[config.mk]
export PLATFORM = sky130hd
export DESIGN_NAME = fib_seq_engine_flat
export DESIGN_NICKNAME = d
export VERILOG_FILES = /design/src/rtl/fib_seq_engine_pkg.sv /design/src/rtl/fib_seq_engine_if.sv /design/src/rtl/fib_seq_engine_alu.sv /design/src/rtl/fib_seq_engine.sv /design/src/flat_wrapper.sv
export SDC_FILE = /design/constraint.sdc
export NUM_CORES = 1
export LEC_CHECK = 0
export CAP_MARGIN = 20
export CORE_ASPECT_RATIO = 0.8
export CORE_UTILIZATION = 50
export CTS_CLUSTER_DIAMETER = 30
export DETAILED_ROUTE_END_ITERATION = 6
export GPL_TIMING_DRIVEN = 0
export PLACE_DENSITY = 0.78
export SYNTH_ARGS = -nofsm -noshare
export SYNTH_HDL_FRONTEND = slang
export SYNTH_HIERARCHICAL = 1
export SYNTH_SLANG_ARGS = --single-unit
[constraint.sdc]
create_clock -name clk -period 3.4 [get_ports clk]
set_input_delay 0.51 -clock clk [delete_from_list [all_inputs] [get_ports clk]]
set_output_delay 0.51 -clock clk [all_outputs]
set_load 0.01 [all_outputs]
[src/rtl/fib_seq_engine_pkg.sv]
// Shared types and default sizes for the Fibonacci recurrence engine.
// Optional modulus feature is controlled by FIB_SEQ_ENGINE_MOD_EN.
package fib_seq_pkg;

    typedef enum logic [1:0] {
        IDLE = 2'd0,
        RUN  = 2'd1,
        DONE = 2'd2
    } fib_state_t;

    localparam int FIB_W_DEF   = 32;
    localparam int FIB_N_W_DEF = 6;

endpackage

[src/rtl/fib_seq_engine_if.sv]
// Host load/strobe bundle for fib_seq_engine. The host drives the job
// (master); the engine answers with busy/done/result (slave).
// FIB_SEQ_ENGINE_MOD_EN adds the modulus field.
interface fib_seq_engine_if
    import fib_seq_pkg::*;
#(
    parameter int W   = FIB_W_DEF,
    parameter int N_W = FIB_N_W_DEF
);
    logic           r_enable;
    logic [N_W-1:0] init_n;
    logic [W-1:0]   init_a;
    logic [W-1:0]   init_b;
    logic           sat_mode;
`ifdef FIB_SEQ_ENGINE_MOD_EN
    logic [W-1:0]   modulus;
`endif
    logic           busy;
    logic           w_enable;
    logic [W-1:0]   result;
    logic           overflow;

    modport master (
`ifdef FIB_SEQ_ENGINE_MOD_EN
        output modulus,
`endif
        output r_enable, init_n, init_a, init_b, sat_mode,
        input  busy, w_enable, result, overflow
    );

    modport slave (
`ifdef FIB_SEQ_ENGINE_MOD_EN
        input  modulus,
`endif
        input  r_enable, init_n, init_a, init_b, sat_mode,
        output busy, w_enable, result, overflow
    );
endinterface

[src/rtl/fib_seq_engine_alu.sv]
// One recurrence step: next b from (a, b). Wrap or saturate on carry-out;
// with FIB_SEQ_ENGINE_MOD_EN and a non-zero modulus, reduce mod m instead.
module fib_step_alu #(
    parameter int W = 32
) (
    input  logic [W-1:0] a,
    input  logic [W-1:0] b,
    input  logic         sat,
`ifdef FIB_SEQ_ENGINE_MOD_EN
    input  logic [W-1:0] m,
`endif
    output logic [W-1:0] next_b,
    output logic         carry
);
    logic [W:0] s;

    assign s = {1'b0, a} + {1'b0, b};

    // Select the reduced/wrapped/saturated sum and report carry-out.
    always_comb begin
        next_b = s[W-1:0];
        carry  = s[W];
        if (s[W] && sat)
            next_b = '1;
`ifdef FIB_SEQ_ENGINE_MOD_EN
        // Seeds are below m, so s < 2m and one conditional subtract suffices.
        if (m != '0) begin
            carry  = 1'b0;
            next_b = (s >= {1'b0, m}) ? (s - {1'b0, m}) : s;
        end
`endif
    end
endmodule

[src/rtl/fib_seq_engine.sv]
// Iterative Fibonacci recurrence engine: (a,b) <- (b,a+b) n times, returns a.
// One iteration per cycle, busy/done handshake, sticky overflow.
// FIB_SEQ_ENGINE_MOD_EN enables the optional modulus reduction.
module fib_seq_engine
    import fib_seq_pkg::*;
#(
    parameter int W   = FIB_W_DEF,
    parameter int N_W = FIB_N_W_DEF
) (
    input logic          clk,
    input logic          rst,
    fib_seq_engine_if.slave bus
);
    fib_state_t     state;
    logic [W-1:0]   a, b;
    logic [N_W-1:0] cnt;
    logic           sat_q;
    logic           busy_q, done_q, ovf_q;
    logic [W-1:0]   result_q;
    logic [W-1:0]   next_b;
    logic           carry;
`ifdef FIB_SEQ_ENGINE_MOD_EN
    logic [W-1:0]   m_q;
`endif

    fib_step_alu #(.W(W)) u_alu (
        .a      (a),
        .b      (b),
        .sat    (sat_q),
`ifdef FIB_SEQ_ENGINE_MOD_EN
        .m      (m_q),
`endif
        .next_b (next_b),
        .carry  (carry)
    );

    assign bus.busy     = busy_q;
    assign bus.w_enable = done_q;
    assign bus.result   = result_q;
    assign bus.overflow = ovf_q;

    // FSM, iteration counter and data registers; outputs are registered.
    always_ff @(posedge clk or posedge rst) begin
        if (rst) begin
            state    <= IDLE;
            a        <= '0;
            b        <= '0;
            cnt      <= '0;
            sat_q    <= 1'b0;
            busy_q   <= 1'b0;
            done_q   <= 1'b0;
            ovf_q    <= 1'b0;
            result_q <= '0;
`ifdef FIB_SEQ_ENGINE_MOD_EN
            m_q      <= '0;
`endif
        end else begin
            case (state)
                IDLE, DONE: begin
                    if (bus.r_enable) begin
                        a      <= bus.init_a;
                        b      <= bus.init_b;
                        cnt    <= bus.init_n;
                        sat_q  <= bus.sat_mode;
`ifdef FIB_SEQ_ENGINE_MOD_EN
                        m_q    <= bus.modulus;
`endif
                        ovf_q  <= 1'b0;
                        done_q <= 1'b0;
                        busy_q <= 1'b1;
                        state  <= RUN;
                    end
                end
                RUN: begin
                    // Start strobes are ignored here; the job runs to completion.
                    if (cnt != '0) begin
                        a     <= b;
                        b     <= next_b;
                        cnt   <= cnt - 1'b1;
                        ovf_q <= ovf_q | carry;
                    end else begin
                        result_q <= a;
                        done_q   <= 1'b1;
                        busy_q   <= 1'b0;
                        state    <= DONE;
                    end
                end
                default: begin
                    busy_q <= 1'b0;
                    state  <= IDLE;
                end
            endcase
        end
    end
endmodule
[src/flat_wrapper.sv]
// flat-port wrapper written by rule: the top's interface ports become plain ports
module fib_seq_engine_flat import fib_seq_pkg::*;
#(
    parameter int W   = FIB_W_DEF,
    parameter int N_W = FIB_N_W_DEF
)
  (clk, rst, bus_r_enable, bus_init_n, bus_init_a, bus_init_b, bus_sat_mode, bus_busy, bus_w_enable, bus_result, bus_overflow);
  fib_seq_engine_if #(.W(W), .N_W(N_W)) bus_i ();
  input logic clk;
  input logic rst;
  input wire logic [$bits(bus_i.r_enable)-1:0] bus_r_enable;
  input wire logic [$bits(bus_i.init_n)-1:0] bus_init_n;
  input wire logic [$bits(bus_i.init_a)-1:0] bus_init_a;
  input wire logic [$bits(bus_i.init_b)-1:0] bus_init_b;
  input wire logic [$bits(bus_i.sat_mode)-1:0] bus_sat_mode;
  output wire logic [$bits(bus_i.busy)-1:0] bus_busy;
  output wire logic [$bits(bus_i.w_enable)-1:0] bus_w_enable;
  output wire logic [$bits(bus_i.result)-1:0] bus_result;
  output wire logic [$bits(bus_i.overflow)-1:0] bus_overflow;
  assign bus_i.r_enable = bus_r_enable;
  assign bus_i.init_n = bus_init_n;
  assign bus_i.init_a = bus_init_a;
  assign bus_i.init_b = bus_init_b;
  assign bus_i.sat_mode = bus_sat_mode;
  assign bus_busy = bus_i.busy;
  assign bus_w_enable = bus_i.w_enable;
  assign bus_result = bus_i.result;
  assign bus_overflow = bus_i.overflow;
  fib_seq_engine #(.W(W), .N_W(N_W)) u_core (.clk(clk), .rst(rst), .bus(bus_i));
endmodule
==> results of run 1 <==
==> cell families (layout without fill, tap and decap cells) <==
| kind of cell | after synthesis | count (layout) |
|---|---|---|
| simple gates | 278 | 278 |
| compound gates | 251 | 251 |
| flops | 108 | 108 |
| buf+inv | 70 | 195 |
| mux | 37 | 37 |
| fa+ha+maj | 35 | 35 |
| xor+xnor | 18 | 18 |
==> registers in the layout, indices dropped and copies added, names as in the netlist <==
name	cells
u_core/bus.result	32
u_core/b	32
u_core/sat_q	1
u_core/state	2
u_core/a	32
u_core/bus.w_enable	1
u_core/bus.busy	1
u_core/cnt	6
u_core/bus.overflow	1
==> worst reg2reg max path, stage by stage, from the launching register on <==
cell and delay (ns):
sky130_fd_sc_hd__dfrtp_1 0.40, sky130_fd_sc_hd__ha_1 0.26, sky130_fd_sc_hd__fa_1 0.44, sky130_fd_sc_hd__a211oi_2 0.33, sky130_fd_sc_hd__o211ai_1 0.22, sky130_fd_sc_hd__a311oi_2 0.29, sky130_fd_sc_hd__o21a_1 0.18, sky130_fd_sc_hd__o21ai_1 0.18
sky130_fd_sc_hd__a31oi_1 0.26, sky130_fd_sc_hd__mux2i_1 0.25, sky130_fd_sc_hd__a211oi_1 0.08, sky130_fd_sc_hd__a211oi_1 0.25
==> layout make-up <==
class,count,area (um2)
Clock buffer,10,239
Multi-Input combinational cell,619,4020
Clock inverter,6,45.0
Inverter,13,51.3
Buffer,57,262
Tap cell,180,225
Timing Repair Buffer,109,1110
Fill cell,1221,5000
Sequential cell,108,2700
==> metal layers <==
metal / wire length, um / vias up / global-route usage, %
li1: - / 3162 / -
met1: 9770 / 3128 / 43.4
met2: 8970 / 311 / 46.2
met3: 1560 / 29 / 4.59
met4: 299 / 0 / 7.22
met5: 0 / - / 0
==> stage by stage <==
step	hold WS (ns)	cells	area (um2)
6_report	0.490	1102	8650
5_1_grt	0.507	1102	8650
4_1_cts	0.497	1102	8640
3_5_place_dp	0.480	1086	8350
3_3_place_gp	0.461	1085	8320
2_1_floorplan	0.461	797	7010
==> synth_stat cells, drive strengths merged, types with 5 or more instances <==
master  instances
nor2          162
a211oi        135
dfrtp         108
nand2          45
ha             34
a21oi          33
mux2           33
clkbuf         30
o21ai          29
buf            27
nand3          14
inv            13
nor3           11
xor2           11
a21o           10
nand2b          8
nand4           7
xnor2           7
and2            6
nor2b           6
a311oi          5
and3            5
o211ai          5
o21a            5
o21bai          5
==> repair_timing <==
action / 4_1_cts / 5_1_grt
endpoints found under the hold margin: 0 / 0
setup buffers: 0 / 0
endpoints found under the setup margin: 2 / 13
pin swaps: 0 / 3
resized for setup: 1 / 3
==> report_power, final <==
part	switching [mW]	internal, mW	total (mW)	leakage, nW
sequential	0.518	1.95	2.47	1.26
combinational	4.24	3.11	7.36	2.16
clock	0.504	0.526	1.03	0.144
==> how the worst min path moves through the flow <==
stage                          start                     to  cells past startpoint
4_1_cts        u_core/bus.result[28]  u_core/bus.result[28]                      1
3_5_place_dp   u_core/bus.result[28]  u_core/bus.result[28]                      1
6_report         u_core/bus.w_enable    u_core/bus.w_enable                      2
2_1_floorplan           u_core/sat_q           u_core/sat_q                      2
5_1_grt          u_core/bus.w_enable    u_core/bus.w_enable                      2
3_3_place_gp     u_core/bus.w_enable    u_core/bus.w_enable                      2
==> Flow_metrics.wiki, run 1 <==
{| class="wikitable"
! Metric !! Value
|-
| Result of the run || finished, final reports clean
|-
| Relative area change from synthesis to final layout || 23.3%
|-
| Portion of the post-synthesis area used by sequential elements || 38.5%
|-
| Cell occurring most often along the worst timing path || sky130_fd_sc_hd__a211oi_1
|-
| Crit Path Category || flip-flop to flip-flop
|-
| Xor/xnor cell area share of the yosys netlist || approximately 2.2%
|-
| Max-slew headroom || 56.7%
|-
| Diode count || 0
|-
| Slowest cell on the critical path || sky130_fd_sc_hd__fa_1
|-
| Combined global-route utilization of all metal layers || 29.7%
|-
| Max-Cap Viols || 0
|-
| Clock Sinks || 108
|-
| Area contributors post-synth || sky130_fd_sc_hd__dfrtp_1 (39%), sky130_fd_sc_hd__a211oi_1 (14%), sky130_fd_sc_hd__nor2_1 (8.7%), sky130_fd_sc_hd__ha_1 (6.1%), sky130_fd_sc_hd__mux2_1 (4.5%)
|-
| Routed via count divided by cell count || 6.02
|-
| TritonCTS clock tree || yes
|-
| Iteration count of the initial detailed-routing pass || 7
|-
| Share of synthesized cell area in and, or, nand and nor gates || 17.5%
|-
| Number of port buffers || 108
|-
| FMAX || 0.309 GHz
|-
| Cell-by-cell trace of the critical path || ha_1, fa_1, a211oi_2, o211ai_1, a311oi_2, o21a_1, o21ai_1, a31oi_1, mux2i_1, a211oi_1, a211oi_1
|-
| Sort of element at the end of the critical path || flip-flop
|-
| Number of clock buffers inserted by TritonCTS || 9
|-
| Final Skew || 0.00890 ns
|-
| H-Tree Depth || 3
|-
| Number of antenna violations at the first check in global routing || 0
|-
| Wire length per cell || 18.7 um
|-
| HPWL after detailed placement || 15200 um
|-
| FF-to-FF path depth || 11
|-
| Static leakage || 3.56 nW
|-
| Crit path capture || u_core/b[30]
|-
| Worst flop-to-flop path endpoint || u_core/b[30]
|-
| Final setup fails || 0
|-
| Die area || 14500 um2
|-
| Setup TNS after final layout || 0 ns
|-
| Core Box Area || 13600 um2
|-
| Clock Path Buffers || 2
|-
| Type of origin of the critical path || flip-flop
|-
| Minimum clock period after layout || around 3.2 ns
|-
| Number of distinct library cells after synthesis || 60
|-
| PD cells || roughly 1300 nW/um2
|-
| Main combinational cell family by area after synthesis || compound AO/OA/AOI/OAI gates
|-
| Number of max-slew violations in the final report || 0
|-
| Post-Synth Adder-Cell Area || 6.35%
|-
| Multiplexer share of the synthesized area || 5.87%
|-
| Synth area leader || sky130_fd_sc_hd__dfrtp_1
|-
| Most frequent cells in the layout || sky130_fd_sc_hd__nor2_1 (162), sky130_fd_sc_hd__a211oi_1 (134), sky130_fd_sc_hd__clkdlybuf4s50_1 (108), sky130_fd_sc_hd__dfrtp_1 (108), sky130_fd_sc_hd__nand2_1 (45)
|-
| Count of warnings emitted by yosys || 6
|-
| Critical path origin || u_core/a[0]
|-
| Post-synth net total || slightly above 900
|-
| Effective utilization at floorplan || approximately half
|-
| Cell class contributing the biggest share of worst-path delay || compound AO/OA/AOI/OAI gates
|-
| I/O pin total || about 110
|-
| Reg-to-reg setup timing slack || 0.16 ns
|-
| Total vias in the final route || ~6600
|-
| CP Buf/Inv Count || 0
|-
| Gate Count Post-Synth || 797
|-
| Worst skew pair latency || ~0.35 ns
|-
| Slew at the pin closest to its max-slew limit || 0.650 ns
|-
| Floorplan die height || 108 um
|-
| Biggest cell delay along the critical path || 0.44 ns
|-
| Post-synth EDFFs || 0
|-
| Peak supply drop || a little under 0.0005 V
|-
| Reg2Reg Launch Point || u_core/a[0]
|-
| Number of global-route vias before repair || 6470
|-
| Number of buffers inserted for hold repair after clock tree synthesis || 0
|-
| Net count, final || 1026
|-
| Total global routing overflow || 0
|-
| PnR Total Power || 10.9 mW
|-
| Unrepaired setup endpoints after global routing || false
|-
| Drc violations || 0
|-
| Horizontal die dimension || about 130 um
|-
| Number of hold violations in the final report || 0
|-
| Share of post-route cells with drive strength above 1 || under 10%
|-
| Final worst-path setup slack || ~0.16 ns
|-
| Synth Area in Compound Gates || 25.1%
|-
| Pin count of the biggest net entering global routing || 62
|-
| Worst min path class || flip-flop to flip-flop
|-
| Final Cycle Share || 95.3%
|-
| Async set or reset register ratio after synthesis || 100%
|-
| Initial DRC count || 546
|-
| Routability Congestion || 0.936
|-
| Mean cell area of the mapped netlist || 8.80 um2
|-
| Pre-CTS WS || -0.00612 ns
|-
| Arrival time of the worst setup path || 3.49 ns
|-
| Most frequently used flop master after synthesis || sky130_fd_sc_hd__dfrtp_1
|-
| Final core occ || a little under two thirds
|-
| Summed instance area of the synthesized netlist || 7010 um2
|-
| Synth top area share || 38.5%
|-
| Global-route wire length before repair || 33600 um
|-
| CTS Root Buffer Type || sky130_fd_sc_hd__clkbuf_16
|-
| Stages on the worst setup path || 11
|-
| Post-CTS clock slew at the launch and capture registers of the worst setup and hold paths || 0.08 ns
|-
| Critical path required time || 3.65 ns
|-
| Most common cell after layout, fill and taps aside || sky130_fd_sc_hd__nor2_1
|-
| Critical Path Fanout Max || 3
|-
| Standard-cell row count || 38
|-
| Number of synthesized register bits || 108
|-
| Post-detailed-routing wire length || 20600 um
|-
| Antenna violation net count after detailed routing || 0
|}
(Power assumes the default switching activity.)
==> run 2, diff against run 1 <==
--- a/config.mk
+++ b/config.mk
@@ -7,11 +7,11 @@
 export LEC_CHECK = 0
 export CAP_MARGIN = 20
 export CORE_ASPECT_RATIO = 0.8
-export CORE_UTILIZATION = 50
+export CORE_UTILIZATION = 59
 export CTS_CLUSTER_DIAMETER = 30
 export DETAILED_ROUTE_END_ITERATION = 6
 export GPL_TIMING_DRIVEN = 0
-export PLACE_DENSITY = 0.78
+export PLACE_DENSITY = 0.86
 export SYNTH_ARGS = -nofsm -noshare
 export SYNTH_HDL_FRONTEND = slang
 export SYNTH_HIERARCHICAL = 1
==> constraint.sdc (replaced) <==
create_clock -name clk -period 3.99 [get_ports clk]
set_input_delay 0.5985 -clock clk [delete_from_list [all_inputs] [get_ports clk]]
set_output_delay 0.5985 -clock clk [all_outputs]
set_load 0.02 [all_outputs]
==> run 2 against run 1 <==
  * Clock skew increased by 0.0019 ns
  * Largest cell class unchanged
  * Wire length grew 12%
  * Register-to-register slack better by 0.23 ns
  * Worst hold slack worse by 0.00051 ns
  * Sequential share of layout area grew 0.22 points
  * Die area shrank 15%
  * First-iteration DRC count up 45%
==> Flow_metrics.wiki, run 2 (synthesis gave the netlist of run 1 again) <==
{| class="wikitable"
! Metric !! Value
|-
| Most common cell after layout, fill and taps aside || sky130_fd_sc_hd__nor2_1 (unchanged)
|-
| Cell count after placement || 1054 (was 1086)
|-
| Final core occ || 74.3% (was 63.4%)
|-
| Iteration count of the initial detailed-routing pass || 5 (was 7)
|-
| Critical path required time || 4.24 ns (was 3.65 ns)
|-
| Cell occurring most often along the worst timing path || sky130_fd_sc_hd__a211oi_1 (unchanged)
|-
| Filler cell count || 862 (was 1221)
|-
| Max-slew headroom || 52.0% (was 56.7%)
|-
| Clock Path Buffers || 2 (unchanged)
|-
| Antenna violation net count after detailed routing || 0 (unchanged)
|-
| Type of origin of the critical path || flip-flop (unchanged)
|-
| Post-detailed-routing wire length || 23100 um (was 20600 um)
|-
| Standard-cell row count || 35 (was 38)
|-
| Pin count of the biggest net entering global routing || 60 (was 62)
|-
| Biggest cell delay along the critical path || 0.45 ns (was 0.44 ns)
|-
| Final setup fails || 0 (unchanged)
|-
| Critical Path Fanout Max || 3 (unchanged)
|-
| Cell-by-cell trace of the critical path || ha_1, fa_1, a211oi_1, o211ai_1, a311oi_1, o21a_1, o21ai_0, a21boi_0, mux2i_1, a211oi_1, a211oi_1 (was ha_1, fa_1, a211oi_2, o211ai_1, a311oi_2, o21a_1, o21ai_1, a31oi_1, mux2i_1, a211oi_1, a211oi_1)
|-
| Post-CTS Setup Inserts || 0 (unchanged)
|-
| Most frequent cells in the layout || sky130_fd_sc_hd__nor2_1 (162), sky130_fd_sc_hd__a211oi_1 (135), sky130_fd_sc_hd__clkdlybuf4s50_1 (108), sky130_fd_sc_hd__dfrtp_1 (108), sky130_fd_sc_hd__nand2_1 (45) (was sky130_fd_sc_hd__nor2_1 (162), sky130_fd_sc_hd__a211oi_1 (134), sky130_fd_sc_hd__clkdlybuf4s50_1 (108), sky130_fd_sc_hd__dfrtp_1 (108), sky130_fd_sc_hd__nand2_1 (45))
|-
| Routability Congestion || 0.988 (was 0.936)
|-
| Share of post-route cells with drive strength above 1 || 5.31% (was 5.86%)
|-
| Arrival time of the worst setup path || 3.85 ns (was 3.49 ns)
|-
| Slew at the pin closest to its max-slew limit || 0.712 ns (was 0.650 ns)
|-
| FMAX || 0.278 GHz (was 0.309 GHz)
|-
| Result of the run || finished, final reports clean (unchanged)
|-
| H-Tree Depth || 3 (unchanged)
|-
| Met3 WL || 2650 um (was 1560 um)
|-
| Number of antenna violations at the first check in global routing || 0 (unchanged)
|-
| Number of clock buffers inserted by TritonCTS || 9 (unchanged)
|-
| Routed via count divided by cell count || 6.74 (was 6.02)
|-
| Number of max-slew violations in the final report || 0 (unchanged)
|-
| HPWL after detailed placement || 16500 um (was 15200 um)
|-
| Number of port buffers || 108 (unchanged)
|-
| Global-route wire length before repair || 36300 um (was 33600 um)
|-
| Effective utilization at floorplan || 60.7% (was 51.4%)
|-
| Diode count || 0 (unchanged)
|-
| Post-CTS resize count || 0 (was 1)
|-
| Clock Sinks || 108 (unchanged)
|-
| Worst min path class || flip-flop to flip-flop (unchanged)
|-
| Slowest cell on the critical path || sky130_fd_sc_hd__fa_1 (unchanged)
|-
| Filler-free cell count of the finished design || 1070 (was 1102)
|-
| TritonCTS clock tree || yes (unchanged)
|-
| Setup TNS after final layout || 0 ns (unchanged)
|-
| Core Box Area || 11600 um2 (was 13600 um2)
|-
| Sort of element at the end of the critical path || flip-flop (unchanged)
|-
| DR WL met2 || 10500 um (was 8970 um)
|-
| I/O pin total || 109 (unchanged)
|-
| Floorplan die height || 99.5 um (was 108 um)
|-
| Wire length per cell || 21.6 um (was 18.7 um)
|-
| Combined global-route utilization of all metal layers || 38.5% (was 29.7%)
|-
| Drc violations || 0 (unchanged)
|-
| Final Cycle Share || 90.2% (was 95.3%)
|-
| Total vias in the final route || 7213 (was 6630)
|-
| Final Skew || 0.0108 ns (was 0.00890 ns)
|-
| Crit Path Category || flip-flop to flip-flop (unchanged)
|-
| Highest routed layer || met4 (unchanged)
|-
| Die area || 12300 um2 (was 14500 um2)
|-
| Worst hold margin || 0.490 ns (about the same)
|-
| Post-CTS clock slew at the launch and capture registers of the worst setup and hold paths || 0.07 ns (was 0.08 ns)
|-
| Max-Cap Viols || 0 (unchanged)
|-
| CTS Root Buffer Type || sky130_fd_sc_hd__clkbuf_16 (unchanged)
|-
| Unrepaired setup endpoints after global routing || false (unchanged)
|-
| Number of hold violations in the final report || 0 (unchanged)
|-
| Horizontal die dimension || 124 um (was 134 um)
|-
| Minimum clock period after layout || 3.60 ns (was 3.24 ns)
|-
| Net count, final || 1026 (unchanged)
|-
| Total routed wire length on the met1 layer || 9320 um (was 9770 um)
|-
| Initial DRC count || 789 (was 546)
|-
| Number of global-route vias before repair || 7197 (was 6470)
|-
| Worst skew pair latency || 0.35 ns (about the same)
|-
| Relative area change from synthesis to final layout || 22.5% (was 23.3%)
|-
| Number of buffers inserted for hold repair after clock tree synthesis || 0 (unchanged)
|-
| Total global routing overflow || 0 (unchanged)
|}
==> run 2: layout make-up <==
| cell class | count | area, um2 | share of cell area [%] |
|---|---|---|---|
| sequential | 108 | 2700 | 31.5 |
| multi-input combinational | 619 | 4000 | 46.6 |
| tap | 148 | 185 | 2.16 |
| clock inverter | 4 | 33.8 | 0.393 |
| inverter | 13 | 51.3 | 0.597 |
| timing repair buffer | 109 | 1110 | 12.9 |
| buffer | 57 | 262 | 3.04 |
| clock buffer | 12 | 246 | 2.87 |
==> run 2: worst max-delay path, delay by kind of cell, from the launching register on <==
family	cells	cell delay (ns)
DFF	1	0.41
AOI/OAI and AO/OA	8	2.14
muxes	1	0.24
adders and majority gates	2	0.72
==> run 2: final timing paths <==
kind	start	endpoint	slack [ns]	cells after the start
setup / recovery	u_core/a[0]	u_core/b[26]	0.39	11
max in group asynchronous	rst	u_core/cnt[5]	2.56	3
setup reg to reg	u_core/a[0]	u_core/b[26]	0.39	11
hold / removal	u_core/bus.result[0]	u_core/bus.result[0]	0.49	1
min in group asynchronous	rst	u_core/b[11]	0.69	2
hold reg to reg	u_core/bus.result[0]	u_core/bus.result[0]	0.49	1
==> run 2: metrics by stage <==
stage / worst slack [ns] / cell area (um2)
finish: 0.391 / 8590
global route: 0.165 / 8590
CTS: 0.465 / 8590
detailed placement: 0.580 / 8310
global placement: -0.892 / 8280
floorplan: 0.546 / 7010
==> run 2: routing by layer <==
layer | global-route usage [%] | vias up
li1 | - | 3158
met1 | 51.5 | 3447
met2 | 60.3 | 533
met3 | 8.60 | 75
met4 | 15.5 | 0
met5 | 0 | -
Power of run 2 is left out: the tool's default activity adds up to more than one toggle a clock period on the data nets, which glitch-free logic cannot reach.
==> run 3, diff against run 2 <==
--- a/config.mk
+++ b/config.mk
@@ -7,12 +7,11 @@
 export LEC_CHECK = 0
 export CAP_MARGIN = 20
 export CORE_ASPECT_RATIO = 0.8
-export CORE_UTILIZATION = 59
+export CORE_UTILIZATION = 58
 export CTS_CLUSTER_DIAMETER = 30
 export DETAILED_ROUTE_END_ITERATION = 6
 export GPL_TIMING_DRIVEN = 0
 export PLACE_DENSITY = 0.86
 export SYNTH_ARGS = -nofsm -noshare
 export SYNTH_HDL_FRONTEND = slang
-export SYNTH_HIERARCHICAL = 1
 export SYNTH_SLANG_ARGS = --single-unit
==> run 3 against run 2 <==
  * The flow now finishes with violations (design-rule violations)
  * Worst hold slack gained 0.013 ns
  * Maximum frequency grew 16%
  * Sequential share of layout area grew 2.4 points
  * Non-clock buffer count shrank 16
  * Critical path depth shrank 1
  * Clock skew grew 0.00090 ns
  * Final cell count shrank 9.1%
  * Area after synthesis shrank 9.0%
  * Sequential cell count is the same
  * Critical endpoint is now u_core.b[30]
==> Flow_metrics.wiki, run 3 <==
{| class="wikitable"
! Metric !! Value
|-
| Minimum clock period after layout || 3.11 ns (was 3.60 ns)
|-
| Iteration count of the initial detailed-routing pass || 7 (was 5)
|-
| Mean cell area of the mapped netlist || 9.03 um2 (was 8.80 um2)
|-
| Sort of element at the end of the critical path || flip-flop (unchanged)
|-
| Number of synthesized register bits || 108 (unchanged)
|-
| Cell area after placement || 7680 um2 (was 8310 um2)
|-
| Final Instance Area || 7980 um2 (was 8590 um2)
|-
| Reg2Reg Launch Point || u_core.b[0] (was u_core/a[0])
|-
| Slowest cell on the critical path || sky130_fd_sc_hd__fa_1 (unchanged)
|-
| Number of distinct library cells after synthesis || 60 (unchanged)
|-
| Post-detailed-routing wire length || 18200 um (was 23100 um)
|-
| Post-CTS Setup Inserts || 0 (unchanged)
|-
| Number of port buffers || 108 (unchanged)
|-
| Endpoint with the worst hold slack || u_core.bus.overflow (was u_core/bus.result[0])
|-
| Worst skew pair latency || 0.35 ns (about the same)
|-
| Filler cell count || 747 (was 862)
|-
| Relative area change from synthesis to final layout || 25.0% (was 22.5%)
|-
| Synth top cells by count || sky130_fd_sc_hd__nand2_1 (120), sky130_fd_sc_hd__dfrtp_1 (108), sky130_fd_sc_hd__nor2_1 (59), sky130_fd_sc_hd__a21oi_1 (48), sky130_fd_sc_hd__a31oi_1 (37) (was sky130_fd_sc_hd__nor2_1 (162), sky130_fd_sc_hd__a211oi_1 (135), sky130_fd_sc_hd__dfrtp_1 (108), sky130_fd_sc_hd__nand2_1 (45), sky130_fd_sc_hd__ha_1 (34))
|-
| Count of cells along the worst hold path || 1 (unchanged)
|-
| Summed instance area of the synthesized netlist || 6380 um2 (was 7010 um2)
|-
| Number of antenna violations at the first check in global routing || 0 (unchanged)
|-
| I/O pin total || 109 (unchanged)
|-
| Synth top area share || 42.3% (was 38.5%)
|-
| Crit Path Category || flip-flop to flip-flop (unchanged)
|-
| Number of clock buffers inserted by TritonCTS || 9 (unchanged)
|-
| Count of warnings emitted by yosys || 0 (was 6)
|-
| Slew at the pin closest to its max-slew limit || 0.750 ns (was 0.712 ns)
|-
| Final Cycle Share || 78.0% (was 90.2%)
|-
| Cell-by-cell trace of the critical path || ha_1, fa_1, a211oi_1, o211ai_1, a21oi_2, nor2_1, a31oi_2, o21ai_4, nor2_2, a21oi_1 (was ha_1, fa_1, a211oi_1, o211ai_1, a311oi_1, o21a_1, o21ai_0, a21boi_0, mux2i_1, a211oi_1, a211oi_1)
|-
| Wire length per cell || 18.7 um (was 21.6 um)
|-
| Total vias in the final route || 5963 (was 7213)
|-
| Post-CTS resize count || 0 (unchanged)
|-
| Combined global-route utilization of all metal layers || 33.4% (was 38.5%)
|-
| Critical path required time || 4.21 ns (was 4.24 ns)
|-
| Max-Cap Viols || 0 (unchanged)
|-
| Number of max-slew violations in the final report || 0 (unchanged)
|-
| HPWL after detailed placement || 13700 um (was 16500 um)
|-
| Gate Count Post-Synth || 707 (was 797)
|-
| Biggest cell delay along the critical path || 0.43 ns (was 0.45 ns)
|-
| Post-CTS clock slew at the launch and capture registers of the worst setup and hold paths || 0.08 ns (was 0.07 ns)
|-
| Worst flop-to-flop path endpoint || u_core.b[30] (was u_core/b[26])
|-
| Number of buffers inserted for hold repair after clock tree synthesis || 0 (unchanged)
|-
| Dominant cell by count in the synthesized netlist || sky130_fd_sc_hd__nand2_1 (was sky130_fd_sc_hd__nor2_1)
|-
| Synth area leader || sky130_fd_sc_hd__dfrtp_1 (unchanged)
|-
| Pin count of the biggest net entering global routing || 67 (was 60)
|-
| Arrival time of the worst setup path || 3.33 ns (was 3.85 ns)
|-
| Worst hold margin || 0.503 ns (was 0.490 ns)
|-
| Max-slew headroom || 49.6% (was 52.0%)
|-
| FMAX || 0.321 GHz (was 0.278 GHz)
|-
| Clock Path Buffers || 2 (unchanged)
|-
| Drc violations || 4 (was 0)
|-
| Reg-to-reg setup timing slack || 0.88 ns (was 0.39 ns)
|-
| Worst min path class || flip-flop to flip-flop (unchanged)
|-
| Most common cell after layout, fill and taps aside || sky130_fd_sc_hd__nand2_1 (was sky130_fd_sc_hd__nor2_1)
|-
| Final Skew || 0.0117 ns (was 0.0108 ns)
|-
| Number of hold violations in the final report || 0 (unchanged)
|-
| Startpoint of the tightest hold check path || u_core.bus.overflow (was u_core/bus.result[0])
|-
| Failing checks || design-rule violations
|-
| Effective utilization at floorplan || 60.9% (was 60.7%)
|-
| Core Box Area || 10500 um2 (was 11600 um2)
|-
| Routed via count divided by cell count || 6.13 (was 6.74)
|-
| Unrepaired setup endpoints after global routing || false (unchanged)
|-
| Initial DRC count || 456 (was 789)
|-
| Post-synth EDFFs || 0 (unchanged)
|-
| PnR Total Power || 8.63 mW
|-
| Die area || 11400 um2 (was 12300 um2)
|-
| Async set or reset register ratio after synthesis || 100% (unchanged)
|-
| Critical Path Fanout Max || 8 (was 3)
|-
| Diode count || 0 (unchanged)
|-
| Clock Sinks || 108 (unchanged)
|-
| Total global routing overflow || 0 (unchanged)
|-
| Area contributors post-synth || sky130_fd_sc_hd__dfrtp_1 (42%), sky130_fd_sc_hd__nand2_1 (7.1%), sky130_fd_sc_hd__ha_1 (6.7%), sky130_fd_sc_hd__mux2_2 (5.6%), sky130_fd_sc_hd__a21oi_1 (3.8%) (was sky130_fd_sc_hd__dfrtp_1 (39%), sky130_fd_sc_hd__a211oi_1 (14%), sky130_fd_sc_hd__nor2_1 (8.7%), sky130_fd_sc_hd__ha_1 (6.1%), sky130_fd_sc_hd__mux2_1 (4.5%))
|-
| Static leakage || 3.35 nW
|-
| Final setup fails || 0 (unchanged)
|-
| Routability Congestion || 0.954 (was 0.988)
|-
| CTS Root Buffer Type || sky130_fd_sc_hd__clkbuf_16 (unchanged)
|-
| TritonCTS clock tree || yes (unchanged)
|-
| Antenna violation net count after detailed routing || 0 (unchanged)
|-
| Most frequently used flop master after synthesis || sky130_fd_sc_hd__dfrtp_1 (unchanged)
|-
| Type of origin of the critical path || flip-flop (unchanged)
|-
| Result of the run || finished, violations left (was finished, final reports clean)
|-
| Global-route wire length before repair || 29500 um (was 36300 um)
|-
| Post-synth net total || 816 (was 906)
|-
| Peak supply drop || between 0.0005 and 0.0006 V
|-
| H-Tree Depth || 3 (unchanged)
|-
| PD cells || 1080 nW/um2
|-
| Net count, final || 937 (was 1026)
|-
| Share of post-route cells with drive strength above 1 || 9.60% (was 5.31%)
|-
| Standard-cell row count || 33 (was 35)
|-
| Portion of the post-synthesis area used by sequential elements || 42.3% (was 38.5%)
|-
| Most frequent cells in the layout || sky130_fd_sc_hd__nand2_1 (120), sky130_fd_sc_hd__clkdlybuf4s50_1 (108), sky130_fd_sc_hd__dfrtp_1 (108), sky130_fd_sc_hd__nor2_1 (59), sky130_fd_sc_hd__a21oi_1 (48) (was sky130_fd_sc_hd__nor2_1 (162), sky130_fd_sc_hd__a211oi_1 (135), sky130_fd_sc_hd__clkdlybuf4s50_1 (108), sky130_fd_sc_hd__dfrtp_1 (108), sky130_fd_sc_hd__nand2_1 (45))
|-
| FF-to-FF path depth || 10 (was 11)
|-
| Floorplan die height || 95.8 um (was 99.5 um)
|-
| Horizontal die dimension || 119 um (was 124 um)
|-
| Number of global-route vias before repair || 5814 (was 7197)
|}
[run 3: layout make-up]
| cell class | count | area, um2 | area share (%) |
|---|---|---|---|
| clock buffer | 10 | 229 | 2.87 |
| inverter | 13 | 51.3 | 0.643 |
| clock inverter | 6 | 70.1 | 0.879 |
| tap | 140 | 175 | 2.20 |
| multi-input combinational | 546 | 3450 | 43.3 |
| timing repair buffer | 110 | 1120 | 14.0 |
| buffer | 40 | 176 | 2.21 |
| sequential | 108 | 2700 | 33.9 |
[run 3: how the worst max path moves through the flow]
| stage | startpoint | end | slack, ns |
|---|---|---|---|
| after CTS | u_core.b[0] | u_core.b[30] | 0.92 |
| after global placement | rst | u_core.bus.result[29] | -0.95 |
| after global routing | u_core.b[0] | u_core.b[30] | 0.73 |
| after floorplan | rst | u_core.a[0] | 0.55 |
| final | u_core.b[0] | u_core.b[30] | 0.88 |
| after detailed placement | u_core.b[0] | u_core.b[27] | 0.98 |
[run 3: worst max-delay path, delay by kind of cell, from the launching register on]
family	cells	cell delay, ns
AOI/OAI and AO/OA	6	1.37
adders and majority gates	2	0.67
and+or+nand+nor	2	0.52
DFF	1	0.41
[run 3: power by group]
group	switching [mW]	internal, mW
combinational	3.35	2.32
sequential	0.409	1.64
clock	0.422	0.495
[run 3: per-stage QoR]
step                worst slack (ns)  util (%)  setup TNS [ns]  cells
global placement              -0.954      72.8         -101.62    955
detailed placement             0.978      73.2               0    957
finish                         0.877      76.0               0    973
global route                   0.731      76.0               0    973
floorplan                      0.546         -               0    707
CTS                            0.916      76.0               0    973
[run 3: logic make-up after synthesis]
family          after synthesis  synth area share, %
xor+xnor                     28                 3.84
fa+ha+maj                    35                 6.98
buf+inv                      53                 3.53
mux                          33                 5.82
flops                       108                 42.3
simple gates                237                 16.4
compound gates              213                 21.1
[run 3: layer usage]
metal | GRT usage, % | vias up | share of wire [%]
li1 | - | 2781 | -
met1 | 47.9 | 2873 | 46
met2 | 52.3 | 275 | 45
met3 | 4.80 | 34 | 7.3
met4 | 11.6 | 0 | 2.0
met5 | 0 | - | 0
